`config.mk`:
```
export PLATFORM = sky130hd
export DESIGN_NAME = branch_resolve_queue
export DESIGN_NICKNAME = d
export VERILOG_FILES = /design/src/rtl/branch_resolve_queue_pkg.sv /design/src/rtl/bq_fifo.sv /design/src/rtl/branch_resolve_queue.sv
export SDC_FILE = /design/constraint.sdc
export NUM_CORES = 1
export LEC_CHECK = 0
export CORE_ASPECT_RATIO = 1.25
export CORE_MARGIN = 1.5
export CORE_UTILIZATION = 45
export DETAILED_ROUTE_END_ITERATION = 6
export PLACE_DENSITY_LB_ADDON = 0.15
export SYNTH_ARGS = -nofsm -noshare
export SYNTH_HDL_FRONTEND = slang
export SYNTH_SLANG_ARGS = --single-unit
```
`constraint.sdc`:
```
create_clock -name clk -period 6.7 [get_ports clk]
set_input_delay 1.34 -clock clk [delete_from_list [all_inputs] [get_ports clk]]
set_output_delay 1.34 -clock clk [all_outputs]
set_load 0.03 [all_outputs]
```
`src/rtl/branch_resolve_queue_pkg.sv`:
```
// ---------------------------------------------------------------------------
// branch_resolve_queue_pkg
// Shared definitions for the branch resolve queue:
//   - direction encoding of the predictor state MSB (PRED_NT)
//   - FSM state encodings (ST_RUN, ST_RECOVER)
//   - entry layout {pred_nt, pc_plus1, target} and its width helpers
//   - mispredict decision helper
// No ports; imported by bq_fifo and branch_resolve_queue.
// ---------------------------------------------------------------------------
package branch_resolve_queue_pkg;

  // Predictor state MSB value meaning "predicted not taken".
  localparam logic PRED_NT = 1'b1;

  // FSM encodings.
  localparam logic [0:0] ST_RUN     = 1'b0;
  localparam logic [0:0] ST_RECOVER = 1'b1;

  // Entry width: one direction bit plus two program counters.
  function automatic int entry_width(input int pc_w);
    return 1 + 2 * pc_w;
  endfunction

  // Bit position of pred_nt inside an entry; pc_plus1 sits just below it,
  // target occupies the low PC_W bits.
  function automatic int pred_pos(input int pc_w);
    return 2 * pc_w;
  endfunction

  // A branch mispredicts when the predicted direction differs from the
  // resolved one. Predicted taken is the opposite of the PRED_NT encoding.
  function automatic logic is_mispredict(input logic pred_nt, input logic taken);
    logic pred_taken;
    pred_taken = (pred_nt != PRED_NT);
    return (pred_taken != taken);
  endfunction

endpackage

```
`src/rtl/bq_fifo.sv`:
```
// ---------------------------------------------------------------------------
// bq_fifo
// Circular-buffer storage for in-flight branch entries with pointers and an
// occupancy count. Pointers wrap modulo DEPTH (power of two). empty/full are
// registered alongside the count so they reflect the previous edge.
// Ports:
//   clk, rst        clock, asynchronous active-high reset
//   push, pop       write at wptr / advance rptr (caller guarantees legality)
//   clear           flush: pointers and count to zero, overrides push/pop
//   wdata           entry to write
//   rdata           entry at rptr (head), combinational read
//   empty, full     registered occupancy flags
// ---------------------------------------------------------------------------
module bq_fifo
  import branch_resolve_queue_pkg::*;
#(
  parameter int DEPTH = 4,
  parameter int W     = 33
) (
  input  logic         clk,
  input  logic         rst,
  input  logic         push,
  input  logic         pop,
  input  logic         clear,
  input  logic [W-1:0] wdata,
  output logic [W-1:0] rdata,
  output logic         empty,
  output logic         full
);

  localparam int PW = $clog2(DEPTH);
  localparam int CW = $clog2(DEPTH + 1);
  localparam logic [PW-1:0] PTR_ONE  = PW'(1);
  localparam logic [PW-1:0] PTR_ZERO = PW'(0);
  localparam logic [CW-1:0] CNT_ONE  = CW'(1);
  localparam logic [CW-1:0] CNT_ZERO = CW'(0);
  localparam logic [CW-1:0] CNT_FULL = CW'(DEPTH);

  logic [W-1:0]  mem_r [DEPTH];
  logic [PW-1:0] wptr_r;
  logic [PW-1:0] rptr_r;
  logic [CW-1:0] count_r;
  logic          empty_r;
  logic          full_r;
  logic [PW-1:0] wptr_nxt_s;
  logic [PW-1:0] rptr_nxt_s;
  logic [CW-1:0] count_nxt_s;

  assign rdata = mem_r[rptr_r];
  assign empty = empty_r;
  assign full  = full_r;

  // Next-state computation for pointers and count.
  always_comb begin
    wptr_nxt_s  = wptr_r;
    rptr_nxt_s  = rptr_r;
    count_nxt_s = count_r;
    if (clear) begin
      wptr_nxt_s  = PTR_ZERO;
      rptr_nxt_s  = PTR_ZERO;
      count_nxt_s = CNT_ZERO;
    end else begin
      if (push) begin
        wptr_nxt_s = wptr_r + PTR_ONE;
      end else begin
        wptr_nxt_s = wptr_r;
      end
      if (pop) begin
        rptr_nxt_s = rptr_r + PTR_ONE;
      end else begin
        rptr_nxt_s = rptr_r;
      end
      case ({push, pop})
        2'b10:   count_nxt_s = count_r + CNT_ONE;
        2'b01:   count_nxt_s = count_r - CNT_ONE;
        default: count_nxt_s = count_r;
      endcase
    end
  end

  // Pointer, count and occupancy-flag registers.
  always_ff @(posedge clk or posedge rst) begin
    if (rst) begin
      wptr_r  <= PTR_ZERO;
      rptr_r  <= PTR_ZERO;
      count_r <= CNT_ZERO;
      empty_r <= 1'b1;
      full_r  <= 1'b0;
    end else begin
      wptr_r  <= wptr_nxt_s;
      rptr_r  <= rptr_nxt_s;
      count_r <= count_nxt_s;
      empty_r <= (count_nxt_s == CNT_ZERO);
      full_r  <= (count_nxt_s == CNT_FULL);
    end
  end

  // Entry storage; a push coinciding with a flush is discarded.
  always_ff @(posedge clk or posedge rst) begin
    if (rst) begin
      for (int i = 0; i < DEPTH; i++) begin
        mem_r[i] <= {W{1'b0}};
      end
    end else if (push && !clear) begin
      mem_r[wptr_r] <= wdata;
    end
  end

endmodule

```
`src/rtl/branch_resolve_queue.sv`:
```
// ---------------------------------------------------------------------------
// branch_resolve_queue
// Tracks in-flight conditional branches between fetch and execute. On
// resolution it trains the predictor (upd_br/upd_taken) and, on a
// mispredict, redirects fetch and flushes the wrong-path entries.
// Ports:
//   clk, rst                       clock, asynchronous active-high reset
//   fetch_br, fetch_pred_nt,
//   fetch_pc_plus1, fetch_target   push request and entry fields
//   ex_valid, ex_taken             pop request and resolved direction
//   upd_br, upd_taken              registered predictor training pulse
//   mispredict, redirect_pc        registered redirect pulse and PC
//   empty, full                    occupancy (previous edge)
//   err                            sticky protocol-error flag
// ---------------------------------------------------------------------------
module branch_resolve_queue
  import branch_resolve_queue_pkg::*;
#(
  parameter int DEPTH = 4,
  parameter int PC_W  = 16
) (
  input  logic            clk,
  input  logic            rst,
  input  logic            fetch_br,
  input  logic            fetch_pred_nt,
  input  logic [PC_W-1:0] fetch_pc_plus1,
  input  logic [PC_W-1:0] fetch_target,
  input  logic            ex_valid,
  input  logic            ex_taken,
  output logic            upd_br,
  output logic            upd_taken,
  output logic            mispredict,
  output logic [PC_W-1:0] redirect_pc,
  output logic            empty,
  output logic            full,
  output logic            err
);

  localparam int EW   = entry_width(PC_W);
  localparam int PPOS = pred_pos(PC_W);

  logic [0:0]      state_r;
  logic [0:0]      state_nxt_s;
  logic            upd_br_r;
  logic            upd_taken_r;
  logic            mispredict_r;
  logic [PC_W-1:0] redirect_pc_r;
  logic            err_r;

  logic [EW-1:0]   wdata_s;
  logic [EW-1:0]   rdata_s;
  logic            empty_s;
  logic            full_s;
  logic            head_pred_nt_s;
  logic [PC_W-1:0] head_pc_plus1_s;
  logic [PC_W-1:0] head_target_s;

  logic            run_s;
  logic            push_req_s;
  logic            pop_req_s;
  logic            pop_ok_s;
  logic            mis_s;
  logic            fifo_push_s;
  logic            fifo_pop_s;
  logic            err_set_s;
  logic [PC_W-1:0] redirect_nxt_s;

  assign wdata_s         = {fetch_pred_nt, fetch_pc_plus1, fetch_target};
  assign head_pred_nt_s  = rdata_s[PPOS];
  assign head_pc_plus1_s = rdata_s[PPOS-1 -: PC_W];
  assign head_target_s   = rdata_s[PC_W-1:0];

  bq_fifo #(
    .DEPTH (DEPTH),
    .W     (EW)
  ) u_fifo (
    .clk   (clk),
    .rst   (rst),
    .push  (fifo_push_s),
    .pop   (fifo_pop_s),
    .clear (mis_s),
    .wdata (wdata_s),
    .rdata (rdata_s),
    .empty (empty_s),
    .full  (full_s)
  );

  // Request qualification, resolve compare and error detection. In RECOVER
  // both requests are squashed, so neither can raise an error.
  always_comb begin
    run_s      = (state_r == ST_RUN);
    push_req_s = run_s & fetch_br;
    pop_req_s  = run_s & ex_valid;
    pop_ok_s   = pop_req_s & ~empty_s;
    mis_s      = pop_ok_s & is_mispredict(head_pred_nt_s, ex_taken);
    fifo_pop_s = pop_ok_s & ~mis_s;
    // A full queue still accepts a push when a correct pop frees the slot.
    fifo_push_s = push_req_s & ~mis_s & (~full_s | fifo_pop_s);
    // A push at full is an error only if no pop is draining the queue;
    // a mispredicting pop discards the push silently.
    err_set_s = (push_req_s & full_s & ~pop_ok_s) | (pop_req_s & empty_s);
    if (mis_s) begin
      redirect_nxt_s = ex_taken ? head_target_s : head_pc_plus1_s;
    end else begin
      redirect_nxt_s = {PC_W{1'b0}};
    end
  end

  // FSM next state: a mispredict costs exactly one RECOVER cycle.
  always_comb begin
    state_nxt_s = ST_RUN;
    case (state_r)
      ST_RUN: begin
        if (mis_s) begin
          state_nxt_s = ST_RECOVER;
        end else begin
          state_nxt_s = ST_RUN;
        end
      end
      ST_RECOVER: state_nxt_s = ST_RUN;
      default:    state_nxt_s = ST_RUN;
    endcase
  end

  // State, output pulse and sticky error registers.
  always_ff @(posedge clk or posedge rst) begin
    if (rst) begin
      state_r       <= ST_RUN;
      upd_br_r      <= 1'b0;
      upd_taken_r   <= 1'b0;
      mispredict_r  <= 1'b0;
      redirect_pc_r <= {PC_W{1'b0}};
      err_r         <= 1'b0;
    end else begin
      state_r       <= state_nxt_s;
      upd_br_r      <= pop_ok_s;
      upd_taken_r   <= pop_ok_s & ex_taken;
      mispredict_r  <= mis_s;
      redirect_pc_r <= redirect_nxt_s;
      err_r         <= err_r | err_set_s;
    end
  end

  assign upd_br      = upd_br_r;
  assign upd_taken   = upd_taken_r;
  assign mispredict  = mispredict_r;
  assign redirect_pc = redirect_pc_r;
  assign empty       = empty_s;
  assign full        = full_s;
  assign err         = err_r;

endmodule
```
# Yosys cells after proc, flatten, opt, wreduce, memory -nomap -nowiden
# Index checks and enable logic that the tools add are counted.
# W data, S select, Z words.
dict set report classes {
  add_sub_neg 4
  magnitude_cmp 3
  eq_ne 4
  muxes 16
  n_bitwise 22
  n_reduce_logical 6
}
# cell count
set ops {}
lappend ops {{$bwmux W132} 1}
lappend ops {{$mux W33} 3}
lappend ops {{$bmux W33 S2} 1}
lappend ops {{$demux W33 S2} 1}
lappend ops {{$mux W16} 2}
lappend ops {{$and A1 B1 Y1} 11}
lappend ops {{$mux W2} 4}
lappend ops {{$ge A3 B3 Y1 const B} 2}
lappend ops {{$not A1 Y1} 6}
lappend ops {{$not A2 Y3} 2}
lappend ops {{$pmux W3 S2} 1}
lappend ops {{$add A2 B1 Y2 const B} 2}
lappend ops {{$reduce_bool A2 Y1} 2}
lappend ops {{$add A3 B1 Y3 const B} 1}
lappend ops {{$eq A3 B3 Y1 const B} 1}
lappend ops {{$logic_not A3 Y1} 1}
lappend ops {{$lt A3 B1 Y1 const B} 1}
lappend ops {{$mux W3} 1}
lappend ops {{$or A1 B1 Y1} 3}
lappend ops {{$sub A3 B1 Y3 const B} 1}
lappend ops {{$eq A2 B1 Y1 const B} 1}
lappend ops {{$eq A2 B2 Y1 const B} 1}
lappend ops {{$logic_and A1 B1 Y1} 2}
lappend ops {{$pmux W1 S2} 1}
lappend ops {{3 further kinds} 3}
dict set report totals {
  regBits 162
  in_bits 38
  out_inout_bits 22
  elab_cells 70
}

# Logic depth before layout (Yosys ltp)
dict set report depth {
  ltp_word 15
  ltp_mapped 13
  mapped_depth_nobuf 10
}

# Modules after synthesis
# A second synthesis with hierarchy kept.
dict set report hier_totals {
  hier_cells 440
  area_unflattened_um2 7310.8
}
# mod n_inst cells_per_inst area_each_um2 seq_area_each_um2
set by_module_without_submodules {}
lappend by_module_without_submodules {bq_fifo 1 367 6396.1 3529.6}
lappend by_module_without_submodules {branch_resolve_queue 1 73 914.6 525.5}

# Worst setup path after synthesis
# No wires, ideal clock.
dict set report synth_path {
  path_kind {input port to flip-flop}
  startpoint {input ex_taken}
  endpoint {register u_fifo.full_r, in the netlist u_fifo.full}
  setup_ns 0.125
  arrival_time_ns 3.560
  required_time_ns 6.575
  setup_slack_ns 3.015
  cell_stages 12
  path_buffers 3
  path_cell_list {buf_2 xor2_1 or2_2 buf_2 buf_2 nand2_1 ha_1 fa_1 xnor2_1 nor2_1 xnor2_1 nor3_1}
}
dict set report synth_between {
  elab_chain_cells 10
  elab_cells_between_ends 12
  classes_between {eq/ne (4); mux (2); bitwise (6)}
}
# element line
set synth_rtl {}
lappend synth_rtl {{from (decl)} branch_resolve_queue.sv:29} ;# input logic ex_taken,
lappend synth_rtl {{$ne A1 B1 Y1 *} branch_resolve_queue_pkg.sv:35} ;# return (pred_taken != taken);
lappend synth_rtl {{$and A1 B1 Y1 *} branch_resolve_queue.sv:95} ;# mis_s = pop_ok_s & is_mispredict(head_pred_nt_s, ex_taken);
lappend synth_rtl {{$not A1 Y1} {branch_resolve_queue.sv:96, branch_resolve_queue.sv:98}}
lappend synth_rtl {{$and A1 B1 Y1} branch_resolve_queue.sv:96} ;# fifo_pop_s = pop_ok_s & ~mis_s;
lappend synth_rtl {{$or A1 B1 Y1} branch_resolve_queue.sv:98} ;# fifo_push_s = push_req_s & ~mis_s & (~full_s | fifo_pop_s);
lappend synth_rtl {{$and A1 B1 Y1} branch_resolve_queue.sv:98}
lappend synth_rtl {{$eq A2 B1 Y1 / $eq A2 B2 Y1 (equally long branches)} bq_fifo.sv:73} ;# case ({push, pop})
lappend synth_rtl {{$pmux W3 S2} bq_fifo.sv:73}
lappend synth_rtl {{$mux W3 *} bq_fifo.sv:58} ;# if (clear) begin
lappend synth_rtl {{$eq A3 B3 Y1 *} bq_fifo.sv:94} ;# full_r <= (count_nxt_s == CNT_FULL);
lappend synth_rtl {{to (signal assigned)} bq_fifo.sv:94}
lappend synth_rtl {{to (decl)} bq_fifo.sv:44} ;# logic full_r;
# Every way passes the cells marked *; elsewhere a longest branch is shown, timed or not.
# A chain may end at the register's enable or synchronous reset.

# Worst setup path after layout
dict set report layout_path {
  startpoint {input ex_taken}
  endpoint {register u_fifo.empty_r, in the netlist u_fifo.empty}
}
dict set report layout_between {
  elab_chain_cells 10
  elab_cells_between_ends 12
  classes_between {eq/ne (3); mux (2); bitwise (6); reduce/logical (1)}
}
# element line
set layout_rtl {}
lappend layout_rtl {{$ne A1 B1 Y1 *} branch_resolve_queue_pkg.sv:35}
lappend layout_rtl {{$and A1 B1 Y1 *} branch_resolve_queue.sv:95}
lappend layout_rtl {{$not A1 Y1} {branch_resolve_queue.sv:96, branch_resolve_queue.sv:98}}
lappend layout_rtl {{$and A1 B1 Y1} branch_resolve_queue.sv:96}
lappend layout_rtl {{$or A1 B1 Y1} branch_resolve_queue.sv:98}
lappend layout_rtl {{$and A1 B1 Y1} branch_resolve_queue.sv:98}
lappend layout_rtl {{$eq A2 B1 Y1 / $eq A2 B2 Y1 (equally long branches)} bq_fifo.sv:73}
lappend layout_rtl {{$pmux W3 S2} bq_fifo.sv:73}
lappend layout_rtl {{$mux W3 *} bq_fifo.sv:58}
lappend layout_rtl {{$logic_not A3 Y1 *} bq_fifo.sv:93} ;# empty_r <= (count_nxt_s == CNT_ZERO);
lappend layout_rtl {{to (signal assigned)} bq_fifo.sv:93}
lappend layout_rtl {{to (decl)} bq_fifo.sv:43} ;# logic empty_r;
# Marks and branches as above.

==> summary.txt <==
======================================================================================================
Setup slack of the most critical reg-to-reg path                                               2880 ps
Number of enable flip-flop cells after synthesis                                                     0
Pins Over Slew Limit                                                                                 0
Die boundary height                                                                             149 um
Antenna Violating Nets Remaining                                                                     0
Power after layout                                                                             4.72 mW
Final period demand of the worst path                                                          4100 ps
Number of buffers and inverters on the critical path                                                 2
Power density normalized to cell area                                                      527 nW/um^2
GRT Util Overall                                                                                 18.6%
Register bit total from synthesis                                                                  162
DPL Wire Length                                                                                9130 um
RSZ-0062 raised after global routing                                                                no
Delay of the slowest critical-path stage                                                        530 ps
Max cap viols                                                                                        0
Wire length of the first global-routing pass                                                  24700 um
Distinct cells, synth                                                                               28
Transition time of the tightest slew-check pin                                                 1110 ps
Most numerous cell on the critical path                                                   sky130_fd_sc_hd__xor2_1
Setup crit end kind                                                                           register
Routed wire per std cell                                                                       20.8 um
Area delta synth->final                                                                          16.7%
Worst slack, placed                                                                            2190 ps
Most frequent cells in the layout                                                         sky130_fd_sc_hd__dfrtp_1, sky130_fd_sc_hd__mux2_4, sky130_fd_sc_hd__clkdlybuf4s50_1, sky130_fd_sc_hd__mux4_2, sky130_fd_sc_hd__nor2_1
Commonest non-fill, non-tap cell in the layout                                            sky130_fd_sc_hd__dfrtp_1
Run status                                                                                finished, final reports clean
Nature of the critical path startpoint                                                    primary input
Post-Synthesis Cell Area                                                                     7680 um^2
Floorplan row count                                                                                 53
Post-layout nets                                                                                   541
Clock buffer count from CTS                                                                         17
Endpoint required time on the critical path                                                    7020 ps
Synthesized instance count                                                                         440
Fmax                                                                                         0.244 GHz
Number of cells traversed by the worst register-to-register path                                    11
Async SR Flop Fraction                                                                            100%
Fraction of the yosys area taken by sequential cells                                             52.8%
# clock sinks                                                                                      162
Worst Hold Path EP                                                                                 err
IO Count                                                                                            60
Crit-path leading delay family                                                            simple AND/OR/NAND/NOR gates
Classification of the worst setup path                                                          in2reg
Maximum buffer depth of the clock tree                                                               2
Number of buffers added to fix hold violations after cts                                             0
Largest voltage drop on the vdd net                                                           0.269 mV
Clock transition at the register clock pins on the worst setup and hold paths after CTS          60 ps
Worst Path Arrival                                                                             4420 ps
Min-Delay Startpoint                                                                               err
Reg-to-reg critical path startpoint                                                       u_fifo.rptr_r[0]
Total negative slack for setup checks                                                             0 ps
Leakage Power                                                                                  3.96 nW
Initial Utilization                                                                              45.8%
CP max-delay cell                                                                         sky130_fd_sc_hd__or2_2
Die Wd                                                                                          120 um
TritonCTS clock tree                                                                               yes
Floorplan die area                                                                          17900 um^2
Cell count along the critical path                                                                  11
Most instantiated flip-flop cell in the synthesis netlist                                 sky130_fd_sc_hd__dfrtp_1
Quantity of I/O buffers inserted on ports                                                           59
Total number of vias                                                                              3799
DR vias/cell                                                                                      5.20
Number of antenna diodes                                                                             0
Share of final-layout standard cells stronger than drive strength 1                              41.6%
GRT overflow                                                                                         0
Worst-path maximum fanout                                                                           20
Final worst path period share                                                                    61.2%
HP Class                                                                                       reg2reg
Number of gates given a new drive strength after cts                                                 0
Vias in the first global route                                                                    4261
Core Footprint                                                                              16800 um^2
Mean instance size in the synthesized netlist                                                17.5 um^2
Capture point of the worst reg-to-reg path                                                u_fifo.empty
First-pass iteration count of the detailed router                                                    4
Routed wire length                                                                            15200 um
Number of failing setup endpoints in the final timing report                                         0
Post-route setup slack                                                                         2600 ps
Largest net degree at the start of global routing                                                  116
Ys Warns                                                                                             0
Relative slew slack                                                                              26.1%
DR DRC count                                                                                         0
Number of antenna violations at the first check in global routing                                    0
Insertion delay to the later sink of the worst-skew pair                                        420 ps
Synthesized Nets                                                                                   484
Final hold violations                                                                                0
Buffers inserted by post-CTS timing repair                                                           0
Number of cells traversed by the worst hold path                                                     1
Htree depth                                                                                          4
List of cells traversed by the critical path                                              clkdlybuf4s50_1, buf_4, xor2_1, or2_2, nand2_1, ha_1, fa_1, xnor2_1, nor2_1, xor2_1, o21ai_0
Setup Skew                                                                                     7.58 ps
DRC marker count from the first detailed-route iteration                                           232
Routability Congestion                                                                           0.706
Root cell of the clock tree                                                               sky130_fd_sc_hd__clkbuf_16
======================================================================================================
==> stage by stage <==
step | utilization (%) | hold slack, ps | instances | instance area, um^2
6_report | 53.4 | 464 | 730 | 8960
5_1_grt | 53.4 | 500 | 730 | 8960
4_1_cts | 53.4 | 465 | 730 | 8960
3_5_place_dp | 49.3 | 450 | 698 | 8260
3_3_place_gp | 49.3 | 438 | 698 | 8260
2_1_floorplan | - | 473 | 440 | 7680
==> layer usage <==
layer  track usage [%]  vias up  part of all wire [%]  routed length (um)
met5                 0        -                     0                   0
met1              25.7     2023                    47                7150
met2              29.7       61                    49                7430
li1                  -     1698                     -                   -
met3              4.17       17                   2.7                 410
met4              5.65        0                   1.1                 173
==> worst max-delay path by stage <==
stage,end,from
after detailed placement,u_fifo.empty,ex_taken
after global placement,u_fifo.empty,ex_taken
after global routing,u_fifo.full,ex_taken
after CTS,u_fifo.empty,ex_taken
final,u_fifo.empty,ex_taken
after floorplan,err,rst
==> synth_stat cells (2+ instances only) <==
cell	count	area (um^2)
sky130_fd_sc_hd__buf_6	5	56.3
sky130_fd_sc_hd__inv_1	7	26.3
sky130_fd_sc_hd__buf_12	12	240
sky130_fd_sc_hd__mux2_2	13	146
sky130_fd_sc_hd__buf_2	6	30.0
sky130_fd_sc_hd__xor2_1	4	35.0
sky130_fd_sc_hd__o211a_1	5	50.1
sky130_fd_sc_hd__nor2_1	24	90.1
sky130_fd_sc_hd__xnor2_1	3	26.3
sky130_fd_sc_hd__nand2_1	5	18.8
sky130_fd_sc_hd__dfrtp_1	161	4030
sky130_fd_sc_hd__and2_1	2	12.5
sky130_fd_sc_hd__nor3b_1	2	15.0
sky130_fd_sc_hd__mux2i_1	18	180
sky130_fd_sc_hd__clkbuf_1	2	7.51
sky130_fd_sc_hd__mux2_4	120	1800
sky130_fd_sc_hd__buf_1	4	15.0
sky130_fd_sc_hd__mux4_1	2	52.6
sky130_fd_sc_hd__mux4_2	31	698
sky130_fd_sc_hd__ha_1	5	62.6
sky130_fd_sc_hd__o21ai_0	2	10.0
==> registers in the layout, indices dropped and copies added, names as in the netlist, 2 cells and up <==
name	flops
u_fifo.rptr_r	2
u_fifo.wptr_r	2
u_fifo.count_r	3
u_fifo.mem_r	132
redirect_pc	16
==> where the power goes <==
part	internal (mW)	total (mW)	leakage, nW	switching (mW)
clock	0.748	1.13	0.339	0.381
sequential	1.46	1.72	1.97	0.262
combinational	1.15	1.87	1.65	0.724
==> worst register-to-register path, stage by stage (launching register included) <==
cell	delay, ps
sky130_fd_sc_hd__dfrtp_2	340
sky130_fd_sc_hd__buf_4	540
sky130_fd_sc_hd__mux4_2	620
sky130_fd_sc_hd__xor2_1	370
sky130_fd_sc_hd__or2_2	530
sky130_fd_sc_hd__nand2_1	110
sky130_fd_sc_hd__ha_1	260
sky130_fd_sc_hd__fa_1	390
sky130_fd_sc_hd__xnor2_1	140
sky130_fd_sc_hd__nor2_1	170
sky130_fd_sc_hd__xor2_1	160
sky130_fd_sc_hd__o21ai_0	100
==> final cells by class <==
class                      instances  area [um^2]
sequential                       162         4060
clock buffer                      23          498
clock inverter                     9          198
multi-input combinational        241         3240
tap                              220          275
fill                            1366         7820
timing repair buffer              67          651
inverter                           8         35.0
==> cell families (layout without fill, tap and decap cells) <==
logic type	Yosys count	in the layout	share of synthesized area [%]
AO/OA/AOI/OAI	8	8	0.880
XOR/XNOR	7	7	0.798
adder cells (fa/ha/maj)	6	6	1.08
buffers and inverters	37	107	4.94
flip-flops	162	162	52.8
multiplexers	184	184	37.5
AND/OR/NAND/NOR	36	36	2.00
No activity file was read; power rests on OpenSTA's default activity.
